## src/rtl/osd_pkg.sv

```systemverilog
// Shared constants, control codes and sequencer states for the OSD text writer.
// The text window is 32x8 cells, so a cell address fits exactly in 8 bits.
package osd_pkg;

    localparam int WINDOW_W = 32;
    localparam int WINDOW_H = 8;
    localparam int LOG2TXT  = 8;
    localparam logic [7:0] BLANK = 8'h20;

    localparam logic [7:0] CR = 8'h0D;
    localparam logic [7:0] LF = 8'h0A;
    localparam logic [7:0] BS = 8'h08;
    localparam logic [7:0] FF = 8'h0C;
    localparam logic [7:0] SO = 8'h0E;
    localparam logic [7:0] SI = 8'h0F;

    typedef enum logic [2:0] {
        IDLE,
        CLEAR,
        SCR_RD,
        SCR_WR,
        SCR_FILL
    } state_t;

    // Printable codes are 0x20..0x7F; bit 7 is reserved for the invert attribute.
    function automatic logic is_printable(input logic [7:0] code);
        return (code[7] == 1'b0) && (code >= 8'h20);
    endfunction

endpackage

```

## src/rtl/osd_cursor.sv

```systemverilog
// Cursor position counters for the OSD text window.
// scroll_req flags a move that would fall off the bottom row; the cursor then stays on the last row.
module osd_cursor #(
    parameter int WINDOW_W = osd_pkg::WINDOW_W,
    parameter int WINDOW_H = osd_pkg::WINDOW_H
) (
    input  logic       clk,
    input  logic       reset,
    input  logic       advance,
    input  logic       cr,
    input  logic       lf,
    input  logic       bs,
    input  logic       home,
    output logic [4:0] x,
    output logic [2:0] y,
    output logic       scroll_req
);

    localparam logic [4:0] X_LAST = 5'(WINDOW_W - 1);
    localparam logic [2:0] Y_LAST = 3'(WINDOW_H - 1);

    logic [4:0] x_reg, x_next;
    logic [2:0] y_reg, y_next;

    always_ff @(posedge clk or posedge reset) begin
        if (reset) begin
            x_reg <= '0;
            y_reg <= '0;
        end else begin
            x_reg <= x_next;
            y_reg <= y_next;
        end
    end

    always_comb begin
        x_next     = x_reg;
        y_next     = y_reg;
        scroll_req = 1'b0;
        if (home) begin
            x_next = '0;
            y_next = '0;
        end else if (advance) begin
            if (x_reg == X_LAST) begin
                x_next = '0;
                if (y_reg == Y_LAST) begin
                    scroll_req = 1'b1;
                end else begin
                    y_next = y_reg + 3'd1;
                end
            end else begin
                x_next = x_reg + 5'd1;
            end
        end else if (cr) begin
            x_next = '0;
        end else if (lf) begin
            if (y_reg == Y_LAST) begin
                scroll_req = 1'b1;
            end else begin
                y_next = y_reg + 3'd1;
            end
        end else if (bs) begin
            // Backspace stops at column 0; it never reaches back into the previous row.
            if (x_reg != '0) begin
                x_next = x_reg - 5'd1;
            end
        end
    end

    assign x = x_reg;
    assign y = y_reg;

endmodule

```

## src/rtl/osd_textwriter.sv

```systemverilog
// Character-stream OSD text writer: decodes host codes into text-buffer writes,
// and runs whole-buffer clear and one-row scroll sequences with a shared cell counter.
module osd_textwriter #(
    parameter int         WINDOW_W = osd_pkg::WINDOW_W,
    parameter int         WINDOW_H = osd_pkg::WINDOW_H,
    parameter logic [7:0] BLANK    = osd_pkg::BLANK
) (
    input  logic       clk,
    input  logic       reset,
    input  logic [7:0] char_in,
    input  logic       char_valid,
    output logic       char_ready,
    output logic [7:0] address,
    output logic [7:0] data,
    output logic       wren,
    output logic       rden,
    input  logic [7:0] q,
    output logic [4:0] cursor_x,
    output logic [2:0] cursor_y,
    output logic       busy
);

    import osd_pkg::*;

    localparam logic [7:0] LAST_CELL   = 8'(WINDOW_W * WINDOW_H - 1);
    localparam logic [7:0] SCROLL_LAST = 8'(WINDOW_W * (WINDOW_H - 1) - 1);
    localparam logic [7:0] ROW_STRIDE  = 8'(WINDOW_W);

    state_t     state_reg, state_next;
    logic [7:0] cnt_reg, cnt_next;
    logic       inv_reg, inv_next;
    logic [7:0] address_reg, address_next;
    logic [7:0] data_reg, data_next;
    logic       wr_active, rd_active;

    logic cur_advance, cur_cr, cur_lf, cur_bs, cur_home, scroll_req;

    osd_cursor #(
        .WINDOW_W(WINDOW_W),
        .WINDOW_H(WINDOW_H)
    ) u_cursor (
        .clk       (clk),
        .reset     (reset),
        .advance   (cur_advance),
        .cr        (cur_cr),
        .lf        (cur_lf),
        .bs        (cur_bs),
        .home      (cur_home),
        .x         (cursor_x),
        .y         (cursor_y),
        .scroll_req(scroll_req)
    );

    always_ff @(posedge clk or posedge reset) begin
        if (reset) begin
            state_reg   <= IDLE;
            cnt_reg     <= '0;
            inv_reg     <= 1'b0;
            address_reg <= '0;
            data_reg    <= '0;
        end else begin
            state_reg   <= state_next;
            cnt_reg     <= cnt_next;
            inv_reg     <= inv_next;
            address_reg <= address_next;
            data_reg    <= data_next;
        end
    end

    // Address and data default to their registered values so the bus holds between accesses.
    always_comb begin
        state_next   = state_reg;
        cnt_next     = cnt_reg;
        inv_next     = inv_reg;
        address_next = address_reg;
        data_next    = data_reg;
        wr_active    = 1'b0;
        rd_active    = 1'b0;
        cur_advance  = 1'b0;
        cur_cr       = 1'b0;
        cur_lf       = 1'b0;
        cur_bs       = 1'b0;
        cur_home     = 1'b0;

        unique case (state_reg)
            IDLE: begin
                if (char_valid) begin
                    if (is_printable(char_in)) begin
                        wr_active    = 1'b1;
                        address_next = 8'(int'(cursor_y) * WINDOW_W + int'(cursor_x));
                        data_next    = {inv_reg, char_in[6:0]};
                        cur_advance  = 1'b1;
                    end else begin
                        unique case (char_in)
                            CR: cur_cr = 1'b1;
                            LF: cur_lf = 1'b1;
                            BS: cur_bs = 1'b1;
                            SO: inv_next = 1'b1;
                            SI: inv_next = 1'b0;
                            FF: begin
                                cur_home   = 1'b1;
                                cnt_next   = '0;
                                state_next = CLEAR;
                            end
                            default: ;
                        endcase
                    end
                    if (scroll_req) begin
                        cnt_next   = '0;
                        state_next = SCR_RD;
                    end
                end
            end

            CLEAR: begin
                wr_active    = 1'b1;
                address_next = cnt_reg;
                data_next    = BLANK;
                cnt_next     = cnt_reg + 8'd1;
                if (cnt_reg == LAST_CELL) begin
                    state_next = IDLE;
                end
            end

            SCR_RD: begin
                rd_active    = 1'b1;
                address_next = cnt_reg + ROW_STRIDE;
                state_next   = SCR_WR;
            end

            // q carries the cell read one row below during the preceding SCR_RD cycle.
            SCR_WR: begin
                wr_active    = 1'b1;
                address_next = cnt_reg;
                data_next    = q;
                cnt_next     = cnt_reg + 8'd1;
                state_next   = (cnt_reg == SCROLL_LAST) ? SCR_FILL : SCR_RD;
            end

            SCR_FILL: begin
                wr_active    = 1'b1;
                address_next = cnt_reg;
                data_next    = BLANK;
                cnt_next     = cnt_reg + 8'd1;
                if (cnt_reg == LAST_CELL) begin
                    state_next = IDLE;
                end
            end

            default: state_next = IDLE;
        endcase
    end

    // Reset forces the bus quiet at once, even while a character is being presented.
    assign wren       = wr_active & ~reset;
    assign rden       = rd_active & ~reset;
    assign address    = reset ? 8'h00 : address_next;
    assign data       = reset ? 8'h00 : data_next;
    assign char_ready = (state_reg == IDLE);
    assign busy       = ~char_ready;

endmodule

```

## config.mk

```make
export PLATFORM = sky130hd
export DESIGN_NAME = osd_textwriter
export DESIGN_NICKNAME = d
export VERILOG_FILES = /design/src/rtl/osd_pkg.sv /design/src/rtl/osd_cursor.sv /design/src/rtl/osd_textwriter.sv
export SDC_FILE = /design/constraint.sdc
export NUM_CORES = 1
export LEC_CHECK = 0
export ABC_AREA = 1
export BUFFER_PORTS_ARGS = -buffer_cell sky130_fd_sc_hd__buf_2
export CORE_UTILIZATION = 50
export CTS_CLUSTER_SIZE = 20
export DETAILED_ROUTE_END_ITERATION = 7
export PLACE_DENSITY = 0.76
export SLEW_MARGIN = 40
export SYNTH_ARGS = -nofsm -noshare
export SYNTH_HDL_FRONTEND = slang
export SYNTH_SLANG_ARGS = --single-unit
export TNS_END_PERCENT = 50
```

## constraint.sdc

```tcl
create_clock -name clk -period 1.9 [get_ports clk]
set_clock_uncertainty 0.15 [all_clocks]
set_input_delay 0.38 -clock clk [delete_from_list [all_inputs] [get_ports clk]]
set_output_delay 0.38 -clock clk [all_outputs]
set_load 0.03 [all_outputs]
```

==> run summary <==
WL/cell - 17.2 um
Final ANT Viol Nets - 0
Die area - 4990 sq um
IO Port Bufs - 46
Gr usage total - 29.8%
Vias in the first global route - 2590
Max VDD drop - 0.00120 V
Sw Share - 48.8%
Die Width - 70.7 um
Hold Fails Final Rpt - 0
Die Ht - 70.7 um
Largest net degree at the start of global routing - 26
Root buffer cell - clkbuf_8
Global placement routability congestion - 0.916
Final #Nets - 471
Avg Cell Area, Syn - 7.25 sq um
Status - finished, violations left
Vias per Instance - 5.66
Clock sink count - 36
Worst slew pin tran - 325 ps
DRT iter0 DRCs - 306
RSZ-0062 raised after global routing - true
Comb power frac - 70.6%
Worst EP arrival - 1890 ps
P&R area growth vs syn - 58.5%
Place WS - -281 ps
# diodes - 0
Seq/Total Area, Yosys - 38.2%
Clk Latency, worst-skew pair - 290 ps
Switching Power - 3220 uW
Most used DFF post-synth - dfrtp_1
Setup violation total in the final timing report - 36
First-pass GRT wire length - 11500 um
Final Power - 6590 uW
Fmax - 413 MHz
Initial antenna violation count - 0
Core area - 4440 sq um
Initial core utilization - 53.0%
Crit-path max FO - 7
Worst Hold Class - input port to asynchronous set/reset pin
WP data required - 1370 ps
Synth cell types - 36
Sequential share of power - 21.4%
Inserted Clock Buffers - 5
Mapped Area - 2360 sq um
Critical path class - register to primary output
Pleak - 0.00190 uW
Critical Path End Type - primary output
Slew Limit Fails - 0
Crit path time final - 2420 ps
Clk slew on worst S/H paths - 80 ps
Drt first pass iters - 7
Ys Warns - 0
Setup TNS - -10480 ps
Routed WL - 8520 um
Largest buffer count on any clock path - 2
Seq cells post-synth - 36
Cells after Synth - 325
# placed instances - 474
Post-route DRC - 14
CTS tree - built
Worst hold slack - 99.4 ps
Finished Layout Cells - 496
# IOs - 47
EDFF count, synth - 0
Via count - 2809
PD cells - 1760 nW/um^2
Fin crit share - 127%
H-tree Lvls - 2
Num rows - 24
Pint - 3370 uW
Clock power frac - 8.0%
MaxCap Viol Count - 0
Final worst slack - -520 ps
Post-synth ARST share - 100%
DP HPWL - 4970 um
Failing checks - DRC, setup timing
Mapped Nets - 352
Share of cells above drive strength 1 - 45.3%
Slew HR - 78.2%
Total grt overflow - 0
Startpoint Class - register
==> final timing paths <==
check                                   from  cells past startpoint  slack, ps           end
max in group asynchronous              reset                      3        810  state_reg[2]
min in group clk                        q[3]                      5        310   data_reg[3]
worst min register to register    cnt_reg[0]                      2        360    cnt_reg[0]
worst max register to register  state_reg[2]                     13       -230    cnt_reg[6]
worst max-delay path            state_reg[2]                      9       -520       data[4]
worst min-delay path                   reset                      3        100   data_reg[4]
==> cell families (layout without fill, tap and decap cells) <==
| logic type | count (synthesis) | after routing | share of synthesized area [%] |
|---|---|---|---|
| flip-flops | 36 | 36 | 38.2 |
| adder cells (fa/ha/maj) | 8 | 8 | 4.25 |
| XOR/XNOR | 9 | 9 | 3.34 |
| AND/OR/NAND/NOR | 176 | 176 | 33.0 |
| AO/OA/AOI/OAI | 52 | 52 | 13.7 |
| buffers and inverters | 44 | 163 | 7.54 |
==> area by class of cell <==
cell class | instances | area, sq um
inverter | 38 | 159
clock inverter | 1 | 5.00
timing repair buffer | 118 | 937
tap | 52 | 65.1
multi-input combinational | 245 | 1600
clock buffer | 6 | 72.6
fill | 243 | 707
sequential | 36 | 902
==> stage by stage <==
stage	util [%]	cell area (sq um)
floorplan	-	2510
global placement	72.8	3240
detailed placement	72.8	3240
CTS	80.2	3560
global route	84.1	3740
finish	84.1	3740
==> power by group through the flow <==
stage	clock network, uW	registers [uW]	logic (uW)
2_1_floorplan	0	1480	2290
6_report	528	1410	4650
3_3_place_gp	0	1360	3690
3_5_place_dp	0	1370	3770
4_1_cts	531	1390	4200
5_1_grt	571	1450	4960
==> metal layers <==
layer	wire length, um	up-vias	global-route usage, %
met5	0	-	0
met4	441	0	14.7
met3	566	45	5.41
met2	4160	153	51.1
met1	3350	1318	36.2
li1	-	1293	-
==> worst max-delay path, cell delays in order, from the launching register on <==
cell and delay, ps:
dfrtp_1 410, nor2_4 160, buf_12 120, nand3_4 70, nor2_4 150, buf_6 150
a22o_1 180, nand2_2 100, a21oi_4 130, buf_6 140
==> layout by cell type (no fill, tap or decap), types with 2 or more instances in the layout <==
master	instances
inv_1	26
o21ai_4	2
xnor2_1	3
nor2_4	4
buf_12	3
nor2_2	3
ha_1	8
a21oi_2	3
nand3_1	21
a2bb2oi_2	3
inv_4	2
xor2_1	6
buf_6	19
nand2_1	99
nand4_1	3
nand3_2	2
o22ai_1	5
a21oi_4	13
dfrtp_1	35
nor2_1	17
buf_2	27
inv_2	8
o21ai_1	3
clkbuf_8	5
a22o_1	2
nand2_2	15
buf_4	67
a21oi_1	3
o21ai_2	7
o21ai_0	4
nand2_4	5
==> what timing repair did <==
action	CTS	global route
setup endpoints to repair	29	38
setup buffers	7	7
hold buffers	1	0
pin swaps	3	11
gates resized for setup	54	32
endpoints found under the hold margin	4	0
==> cells in the mapped netlist, types with 2 or more instances <==
master	instances	share of area (%)
o21ai_2	4	1.5
inv_2	6	0.96
nand2_4	2	0.96
a22o_1	2	0.74
o21ai_1	6	1.3
inv_1	32	5.1
nand2_2	4	1.1
nand4_1	3	0.80
nor2_1	20	3.2
nand2_1	113	18
xor2_1	6	2.2
a21oi_1	18	3.8
o21ai_0	6	1.3
nor2_2	2	0.53
ha_1	8	4.2
dfrtp_1	36	38
o22ai_1	6	1.6
clkbuf_1	3	0.48
nor2_4	2	0.96
o21bai_1	2	0.64
nand3_1	22	4.7
xnor2_1	3	1.1
a2bb2oi_1	4	1.5
a22oi_1	2	0.64
nor3_1	2	0.42
Power figures use the tool's default switching activity.
